**config.mk**
```make
export PLATFORM = sky130hd
export DESIGN_NAME = nibble_adder_seq
export DESIGN_NICKNAME = d
export VERILOG_FILES = /design/src/rtl/nibble_adder_seq.sv
export SDC_FILE = /design/constraint.sdc
export NUM_CORES = 1
export LEC_CHECK = 0
export BUFFER_PORTS_ARGS = -buffer_cell sky130_fd_sc_hd__buf_2
export CORE_ASPECT_RATIO = 1.75
export CORE_MARGIN = 2
export CORE_UTILIZATION = 58
export CTS_CLUSTER_SIZE = 16
export DETAILED_ROUTE_END_ITERATION = 8
export GPL_ROUTABILITY_DRIVEN = 0
export PLACE_DENSITY = 0.84
export SETUP_SLACK_MARGIN = 0.4
export SYNTH_ARGS = -nofsm -noshare
export SYNTH_HDL_FRONTEND = slang
export SYNTH_SLANG_ARGS = --single-unit
```
**constraint.sdc**
```tcl
create_clock -name clk -period 4.45 [get_ports clk]
set_input_delay 0.445 -clock clk [delete_from_list [all_inputs] [get_ports clk]]
set_output_delay 0.445 -clock clk [all_outputs]
set_load 0.02 [all_outputs]
```
**src/rtl/nibble_adder_seq.sv**
```systemverilog
// nibble_adder_seq: adder/subtractor that processes one 4-bit nibble per clock,
// LSB nibble first, with a one-cycle done pulse after the last nibble.
module nibble_adder_seq #(
    parameter int WIDTH = 16
) (
    input  logic             clk,
    input  logic             rst,
    input  logic             start,
    input  logic             sub,
    input  logic [WIDTH-1:0] a,
    input  logic [WIDTH-1:0] b,
    output logic             busy,
    output logic             done,
    output logic [WIDTH-1:0] sum,
    output logic             cout,
    output logic             ovf,
    output logic             zero
);
    localparam int N  = WIDTH / 4;
    localparam int IW = $clog2(N);
    typedef enum logic [1:0] {IDLE, RUN, DONE} state_t;
    state_t           state, state_n;
    logic [IW-1:0]    idx;
    logic             carry, last;
    logic [WIDTH-1:0] aop, bop, a_sh, b_sh, mask, sum_n;
    logic [IW+1:0]    sh;
    logic [4:0]       slice;
    always_ff @(posedge clk or posedge rst)
        if (rst) state <= IDLE;
        else     state <= state_n;
    always_comb begin
        state_n = state == IDLE ? (start ? RUN : IDLE)
                : state == RUN  ? (last ? DONE : RUN)
                : IDLE;
    end
    assign busy  = state == RUN;
    assign done  = state == DONE;
    assign last  = idx == IW'(N - 1);
    assign sh    = {idx, 2'b00};
    assign a_sh  = aop >> sh;
    assign b_sh  = bop >> sh;
    assign slice = {1'b0, a_sh[3:0]} + {1'b0, b_sh[3:0]} + {4'b0, carry};
    assign mask  = {{(WIDTH-4){1'b0}}, 4'hF} << sh;
    // only the current nibble of sum is replaced; the rest holds
    assign sum_n = (sum & ~mask) | ({{(WIDTH-4){1'b0}}, slice[3:0]} << sh);
    always_ff @(posedge clk or posedge rst) begin
        if (rst) begin
            idx   <= '0;
            carry <= 1'b0;
            aop   <= '0;
            bop   <= '0;
            sum   <= '0;
            cout  <= 1'b0;
            ovf   <= 1'b0;
            zero  <= 1'b0;
        end else if (state == IDLE && start) begin
            aop   <= a;
            bop   <= sub ? ~b : b;
            carry <= sub;
            idx   <= '0;
        end else if (state == RUN) begin
            sum   <= sum_n;
            carry <= slice[4];
            idx   <= idx + IW'(1);
            if (last) begin
                cout <= slice[4];
                ovf  <= (aop[WIDTH-1] == bop[WIDTH-1]) && (sum_n[WIDTH-1] != aop[WIDTH-1]);
                zero <= sum_n == '0;
            end
        end
    end
endmodule

```
==> flow_summary.yaml, run 1 <==
synthesis:
  syn_area_mm2: 0.00269
  ys_async_sr_fraction_pct: 100
  avgSynthCellArea_um2: 12.3
  muxShareOfSynthArea_pct: 13.8
  yosysSeqAreaShare_pct: 52.1
  synth_top_family_by_area: "multiplexers"
  ys_top_cells_by_count: "dfrtp_1, nor2_1, a21oi_1, xnor2_1, mux2_2"
  synth_compound_area_share_pct: 12.7
  synth_top_area_share_pct: 52.1
  synth.ff_latch_count: 56
  synth_xor_area_share_pct: 5.53
  synth-edff-count: 0
  yosys-top-cells-area: "dfrtp_1, mux2_2, xnor2_1"
  synth.largest_area_cell: "dfrtp_1"
  yosys.area_share.simple_pct: 7.67
  yosysUniqueCellTypes: 39
  yosysMostFrequentCell: "dfrtp_1"
  synthAdderAreaFrac_pct: 4.74
  syn_inst: 218
  synth_nets: 263
  ys_warn_count: 0
  ys.flop_type: "dfrtp_1"
floorplan:
  start_util_pct: 60.5
  die_w_um: 55.5
  num_rows: 32
  io_pins: 57
  dieArea_mm2: 0.00522
  core_mm2: 0.00444
  die_y_um: 94.1
clock_tree:
  cts.htree.levels: 2
  cts_resized: 0
  clkLatencyLatePin_ns: 0.31
  clock_path_buffers: 2
  root_buffer: "clkbuf_8"
  postCtsSetupBuffers: 0
  cts_inserted_buffers: 5
  cts_tree: "built"
  cts.sinks: 56
  clkTransAtPathRegs_ns: 0.10
  postCtsHoldBufs: 0
sta:
  post-route-period-util_pct: 64.8
  slew_headroom_pct: 43.4
  worst_pin_slew_ns: 0.848
  setup_viol: 0
  clock_skew_ns: 0.0119
  max_freq_mhz: 347
  tns_ns: 0
  maxSlewViolCount: 0
  hold_viol: 0
  timing.final.crit_period_ns: 2.88
  rsz0062_at_grt: "false"
power_and_ir_drop:
  ir_drop_uv: 609
  power_leakage_uw: 0.00142
  powerDensity_mw_per_mm2: 869
setup_path:
  cp-start-kind: "flip-flop"
  critPathMaxFanout: 16
  crit_arrival_ns: 3.10
  cp.required_ns: 4.66
  critical_path_class: "flip-flop to flip-flop"
  critPathCaptureType: "flip-flop"
layout:
  drive_above_1_share_pct: 32.7
  syn2layout_area_growth_pct: 14.7
  n_antenna_cell: 0
  final_cell_area_mm2: 0.00309
  nets: 317
route:
  wire_per_inst_um: 15.6
  first_iter_violations: 48
  wirelength_um: 5040
  antenna_left: 0
  drtPass1Iterations: 6
  viasPerCell: 5.72
  vias: 1846
  drc: 0
global_routing:
  grt_pass1_wl_um: 8520
  grt_max_degree: 57
  antenna_found_initial: 0
  grt-ovfl-total: 0
  track_usage_pct: 20.9
  grt_pass1_vias: 1862
status:
  outcome: "finished, final reports clean"
placement:
  io_buffer_count: 56
  place_area_mm2: 0.00299
  dp_hpwl_um: 3720
flow_run:
  drv_cap: 0
worst_hold_path:
  hold_path.class: "input pin to asynchronous set/reset pin"
==> placed cells by master, fill, tap and decap left out, types with 8 or more instances in the layout <==
cell type / count
a21oi_1: 17
a22o_1: 8
a32o_1: 8
buf_2: 56
dfrtp_1: 56
inv_1: 8
mux2_2: 13
nor2_1: 25
xnor2_1: 16
==> path summary, 6_finish.rpt <==
check                                    from             endpoint  slack, ns  cells after the start
setup / recovery           idx[0]$_DFFE_PP0P_     zero$_DFFE_PP0P_       1.57                      6
hold / removal                            rst  aop[13]$_DFFE_PP0P_       0.30                      3
setup reg to reg           idx[0]$_DFFE_PP0P_     zero$_DFFE_PP0P_       1.57                      6
hold reg to reg              cout$_DFFE_PP0P_     cout$_DFFE_PP0P_       0.48                      2
max in group asynchronous                 rst   state[0]$_DFF_PP0_       3.67                      3
min in group clk                         a[3]   aop[3]$_DFFE_PP0P_       0.34                      2
==> registers in the layout, indices dropped and copies added (netlist names) <==
name and count:
aop 16, bop 16, sum 16, idx 2
state 2, carry 1, cout 1, ovf 1
zero 1
==> layer usage <==
layer	track usage, %	part of all wire [%]
met1	24.2	40
met2	37.8	54
met3	3.17	3.7
met4	9.35	2.2
met5	0	0
==> critical path: stages, from the launching register on <==
cell     delay, ns
dfrtp_1       0.77
mux4_2        0.60
fa_1          0.43
and3_1        0.19
nor3_1        0.28
nor2_1        0.18
o41ai_2       0.34
==> area by class of cell <==
cell class / count / area, µm²
Sequential cell: 56 / 1400
Fill cell: 337 / 1360
Multi-Input combinational cell: 141 / 1200
Timing Repair Buffer: 58 / 295
Clock buffer: 6 / 82.6
Tap cell: 51 / 63.8
Inverter: 10 / 37.5
Clock inverter: 1 / 8.76
==> cells by family (layout without fill, tap and decap cells) <==
kind of cell	count (synthesis)	after routing
muxes	24	24
AOI/OAI and AO/OA	47	47
xor gates and xnor gates	17	17
buffers and inverters	21	75
adders and majority gates	9	9
and+or+nand+nor	44	44
DFF	56	56
==> metrics by stage <==
step | util (%) | setup slack, ns | hold WS, ns | std cells | power (µW)
2_1_floorplan | - | 1.87 | 0.449 | 218 | 2020
3_3_place_gp | 67.4 | 1.69 | 0.457 | 316 | 2340
3_5_place_dp | 67.4 | 1.62 | 0.465 | 316 | 2400
4_1_cts | 69.4 | 1.57 | 0.341 | 323 | 2690
5_1_grt | 69.4 | 1.42 | 0.351 | 323 | 2880
6_report | 69.4 | 1.57 | 0.299 | 323 | 2680
==> report_power, final <==
part	total (µW)	switching [µW]	internal, µW
registers	959	197	762
clock network	281	157	124
logic	1440	810	630
total	2680	1160	1520
Note: power is estimated with default switching activity, not from simulation.
==> run 2, diff against run 1 <==
CORE_UTILIZATION = 54   (was 58)
PLACE_DENSITY = 0.79   (was 0.84)
clock period = 2.85 ns   (was 4.45 ns; I/O delays follow)
==> flow_summary.yaml, run 2 (synthesized netlist as in run 1, its figures left out) <==
setup_path:
  critical_path_class: "flip-flop to flip-flop"
  reg2reg_from: "idx[0]$_DFFE_PP0P_"
  reg2reg_slack_ns: 0.47
  critPathCaptureType: "flip-flop"
  max_stage_delay_ns: 0.55
  worstPathCellList: "mux4_2 -> fa_2 -> inv_1 -> fa_1 -> inv_1 -> a21o_1 -> a21oi_2 -> o21ai_0"
  worst-path-buf-inv: 2
  cp.required_ns: 3.05
  r2r-end: "cout$_DFFE_PP0P_"
  worst_path_dominant_cell_family: "adder cells"
  slowest_stage: "mux4_2"
  cpMostUsedCell: "inv_1"
  crit_arrival_ns: 2.58
  cp-start-kind: "flip-flop"
  critPathMaxFanout: 6
  worst_r2r_path_depth: 8
layout:
  final_cell_area_mm2: 0.00319
  top_regs: "aop: 16 flops, bop: 16 flops, sum: 16 flops"
  layout_commonest_cell: "buf_2"
  nFillCells: 366
  n_antenna_cell: 0
  nets: 323
  utilization_pct: 65.3
  drive_above_1_share_pct: 37.6
  syn2layout_area_growth_pct: 18.7
  layout_common_cells: "buf_2, dfrtp_1, nor2_1, xnor2_1, a21oi_1"
sta:
  setup_viol: 0
  slew_headroom_pct: 36.1
  fin_ws_ns: 0.466
  worst_pin_slew_ns: 0.957
  maxSlewViolCount: 0
  clock_skew_ns: 0.00430
  timing.final.crit_period_ns: 2.38
  hold_viol: 0
  tns_ns: 0
  rsz0062_at_grt: "false"
  max_freq_mhz: 419
  post-route-period-util_pct: 83.6
clock_tree:
  cts_inserted_buffers: 5
  cts.htree.levels: 2
  clkTransAtPathRegs_ns: 0.09
  cts_tree: "built"
  clock_path_buffers: 2
  clkLatencyLatePin_ns: 0.31
  postCtsHoldBufs: 0
  root_buffer: "clkbuf_8"
  cts.sinks: 56
route:
  viasPerCell: 5.68
  vias: 1893
  drtPass1Iterations: 4
  wirelength_um: 5340
  wire_per_inst_um: 16.0
  first_iter_violations: 57
  antenna_left: 0
  drc: 0
global_routing:
  antenna_found_initial: 0
  grt_pass1_vias: 1858
  grt_max_degree: 33
  grt-ovfl-total: 0
  grt_pass1_wl_um: 8710
  track_usage_pct: 20.1
floorplan:
  dieArea_mm2: 0.00558
  die_y_um: 97.4
  start_util_pct: 55.0
  io_pins: 57
  core_mm2: 0.00489
  die_w_um: 57.4
  num_rows: 34
placement:
  place_ws_ns: 0.308
  dp_hpwl_um: 3910
  place_area_mm2: 0.00302
  io_buffer_count: 56
flow_run:
  drv_cap: 0
power_and_ir_drop:
  powerDensity_mw_per_mm2: 1440
  ir_drop_uv: 989
  p_total_uw: 4580
  power_leakage_uw: 0.00146
status:
  outcome: "finished, final reports clean"
worst_hold_path:
  hold_path.class: "input pin to asynchronous set/reset pin"
## run 2: cell count changes in the layout (fill, tap and decap cells not counted), sizes merged
| cell | previous run | this run |
|---|---|---|
| buf | 58 | 64 |
| bufinv | 0 | 1 |
## run 2: worst max path at each step
stage / startpoint / depth (start not counted) / slack [ns] / end
final: idx[0]$_DFFE_PP0P_ / 8 / 0.47 / cout$_DFFE_PP0P_
after global placement: idx[0]$_DFFE_PP0P_ / 6 / 0.39 / zero$_DFFE_PP0P_
after detailed placement: idx[0]$_DFFE_PP0P_ / 6 / 0.31 / zero$_DFFE_PP0P_
after CTS: idx[0]$_DFFE_PP0P_ / 6 / 0.39 / zero$_DFFE_PP0P_
after global routing: idx[0]$_DFFE_PP0P_ / 8 / 0.35 / cout$_DFFE_PP0P_
after floorplan: idx[0]$_DFFE_PP0P_ / 8 / 0.41 / ovf$_DFFE_PP0P_
## run 2: cell type report
type,count,area (µm²),area share (%)
Clock inverter,2,35.0,1.10
Inverter,10,37.5,1.18
Clock buffer,6,72.6,2.27
Multi-Input combinational cell,141,1230,38.6
Timing Repair Buffer,64,344,10.8
Sequential cell,56,1400,44.0
Tap cell,54,67.6,2.12
## run 2: repair_timing
action                                  4_1_cts  5_1_grt
setup buffers                                 1        2
endpoints found under the setup margin       12       13
pin swaps                                     0        4
gates resized for setup                       4        9
## run 2: per-stage QoR
step           hold WS (ns)  cells
6_report             0.0477    333
5_1_grt               0.111    333
4_1_cts              0.0743    331
3_5_place_dp          0.407    322
3_3_place_gp          0.401    322
2_1_floorplan         0.420    218
## run 2: metal layers
layer | GRT usage [%] | wire length [µm]
met5 | 0 | 0
met4 | 8.94 | 164
met3 | 2.13 | 211
met2 | 34.4 | 2900
met1 | 24.9 | 2070
## run 2: power by group
group	switching (µW)	total, µW	internal (µW)
sequential	263	1460	1190
combinational	1450	2620	1170
clock	246	507	261
total	1960	4580	2620
==> run 3, diff against run 2 <==
clock period = 2.2 ns   (was 2.85 ns; I/O delays follow)
==> flow_summary.yaml, run 3 (synthesized netlist as in run 1, its figures left out) <==
layout:
  utilization_pct: 67.4
  top_regs: "aop: 16 flops, bop: 16 flops, sum: 16 flops"
  n_antenna_cell: 0
  drive_above_1_share_pct: 40.8
  nets: 331
  fin_cells: 341
  seq_area_mm2: 0.00140
  syn2layout_area_growth_pct: 22.6
  layout_common_cells: "buf_2, dfrtp_1, nor2_1, xnor2_1, a21oi_1"
  multi_input_area_mm2: 0.00126
  nFillCells: 388
  layout_commonest_cell: "buf_2"
route:
  first_iter_violations: 67
  viasPerCell: 5.73
  drtPass1Iterations: 4
  vias: 1953
  wire_per_inst_um: 16.2
  drc: 0
  wirelength_um: 5530
  antenna_left: 0
clock_tree:
  root_buffer: "clkbuf_8"
  cts.htree.levels: 2
  cts_tree: "built"
  clock_path_buffers: 2
  cts.sinks: 56
  clkTransAtPathRegs_ns: 0.09
  cts_inserted_buffers: 5
  clkLatencyLatePin_ns: 0.32
setup_path:
  reg2reg_slack_ns: -0.13
  critical_path_class: "flip-flop to flip-flop"
  worstPathCellList: "buf_4 -> mux4_2 -> ha_4 -> a21o_1 -> o21a_1 -> nor2_2 -> a32o_1"
  worst_r2r_path_depth: 7
  critPathMaxFanout: 6
  critPathCaptureType: "flip-flop"
  cp.required_ns: 2.45
  reg2reg_from: "idx[0]$_DFFE_PP0P_"
  slowest_stage: "mux4_2"
  r2r-end: "sum[7]$_DFFE_PP0P_"
  crit_arrival_ns: 2.58
  cp-start-kind: "flip-flop"
  max_stage_delay_ns: 0.54
worst_hold_path:
  hold_path.class: "input pin to flip-flop"
  min_path_cells: 2
  min_from: "a[1]"
  holdPathEnd: "aop[1]$_DFFE_PP0P_"
floorplan:
  die_y_um: 97.4
  start_util_pct: 55.0
  dieArea_mm2: 0.00558
  core_mm2: 0.00489
  num_rows: 34
  die_w_um: 57.4
  io_pins: 57
global_routing:
  track_usage_pct: 21.8
  grt-ovfl-total: 0
  grt_max_degree: 36
  antenna_found_initial: 0
  grt_pass1_vias: 1990
  grt_pass1_wl_um: 9260
sta:
  fin_ws_ns: -0.131
  clock_skew_ns: 0.0106
  timing.hold.ws_ns: 0.122
  setup_viol: 16
  maxSlewViolCount: 0
  tns_ns: -1.21
  worst_pin_slew_ns: 0.613
  timing.final.crit_period_ns: 2.33
  hold_viol: 0
  max_freq_mhz: 429
  post-route-period-util_pct: 106
  rsz0062_at_grt: "true"
  slew_headroom_pct: 59.1
placement:
  place_ws_ns: -0.183
  dpl.cell_count: 330
  dp_hpwl_um: 4220
  io_buffer_count: 56
status:
  outcome: "complete, but fails checks"
  violations: "setup timing"
power_and_ir_drop:
  ir_drop_uv: 1580
  powerDensity_mw_per_mm2: 1890
  power_leakage_uw: 0.00150
flow_run:
  drv_cap: 0
[run 3: cell type report]
| type | instances | area share (%) |
|---|---|---|
| Clock buffer | 5 | 2.09 |
| Clock inverter | 3 | 1.29 |
| Inverter | 10 | 1.21 |
| Multi-Input combinational cell | 141 | 38.1 |
| Sequential cell | 56 | 42.5 |
| Tap cell | 54 | 2.05 |
| Timing Repair Buffer | 72 | 12.7 |
[run 3: through the flow]
step                      instance area, µm²  power, µW
after global placement                  3130       5260
after detailed placement                3130       5390
after CTS                               3290       6240
after floorplan                         2750       4400
after global routing                    3300       6650
final                                   3300       6220
[run 3: worst max-delay path, delay by kind of cell (launching register included)]
kind	cells	cell delay, ns
AOI/OAI and AO/OA	3	0.61
adders and majority gates	1	0.28
buffers and inverters	1	0.14
DFF	1	0.43
muxes	1	0.54
and+or+nand+nor	1	0.27
[run 3: how the worst max path moves through the flow]
stage | to | start | cells after the start
global placement | zero$_DFFE_PP0P_ | idx[0]$_DFFE_PP0P_ | 6
floorplan | zero$_DFFE_PP0P_ | idx[0]$_DFFE_PP0P_ | 9
detailed placement | ovf$_DFFE_PP0P_ | idx[0]$_DFFE_PP0P_ | 6
CTS | zero$_DFFE_PP0P_ | idx[1]$_DFFE_PP0P_ | 7
finish | sum[7]$_DFFE_PP0P_ | idx[0]$_DFFE_PP0P_ | 7
global route | sum[15]$_DFFE_PP0P_ | idx[0]$_DFFE_PP0P_ | 7
[run 3: what timing repair did]
item / in CTS / in global routing
resized for setup: 8 / 1
setup buffers: 2 / 0
hold buffers: 1 / 0
hold endpoints to repair: 27 / 0
setup endpoints to repair: 21 / 21
pin swaps: 11 / 3
[run 3: layer usage]
metal	vias to the layer above	wire [µm]	global-route usage, %
met5	-	0	0
met4	0	287	14.3
met3	20	181	3.86
met2	50	3020	36.7
met1	962	2040	24.1
li1	921	-	-
[run 3: report_power, final]
group	internal (µW)	switching [µW]	total (µW)
logic	1690	1960	3660
registers	1550	346	1890
clock network	337	331	668
total	3580	2640	6220
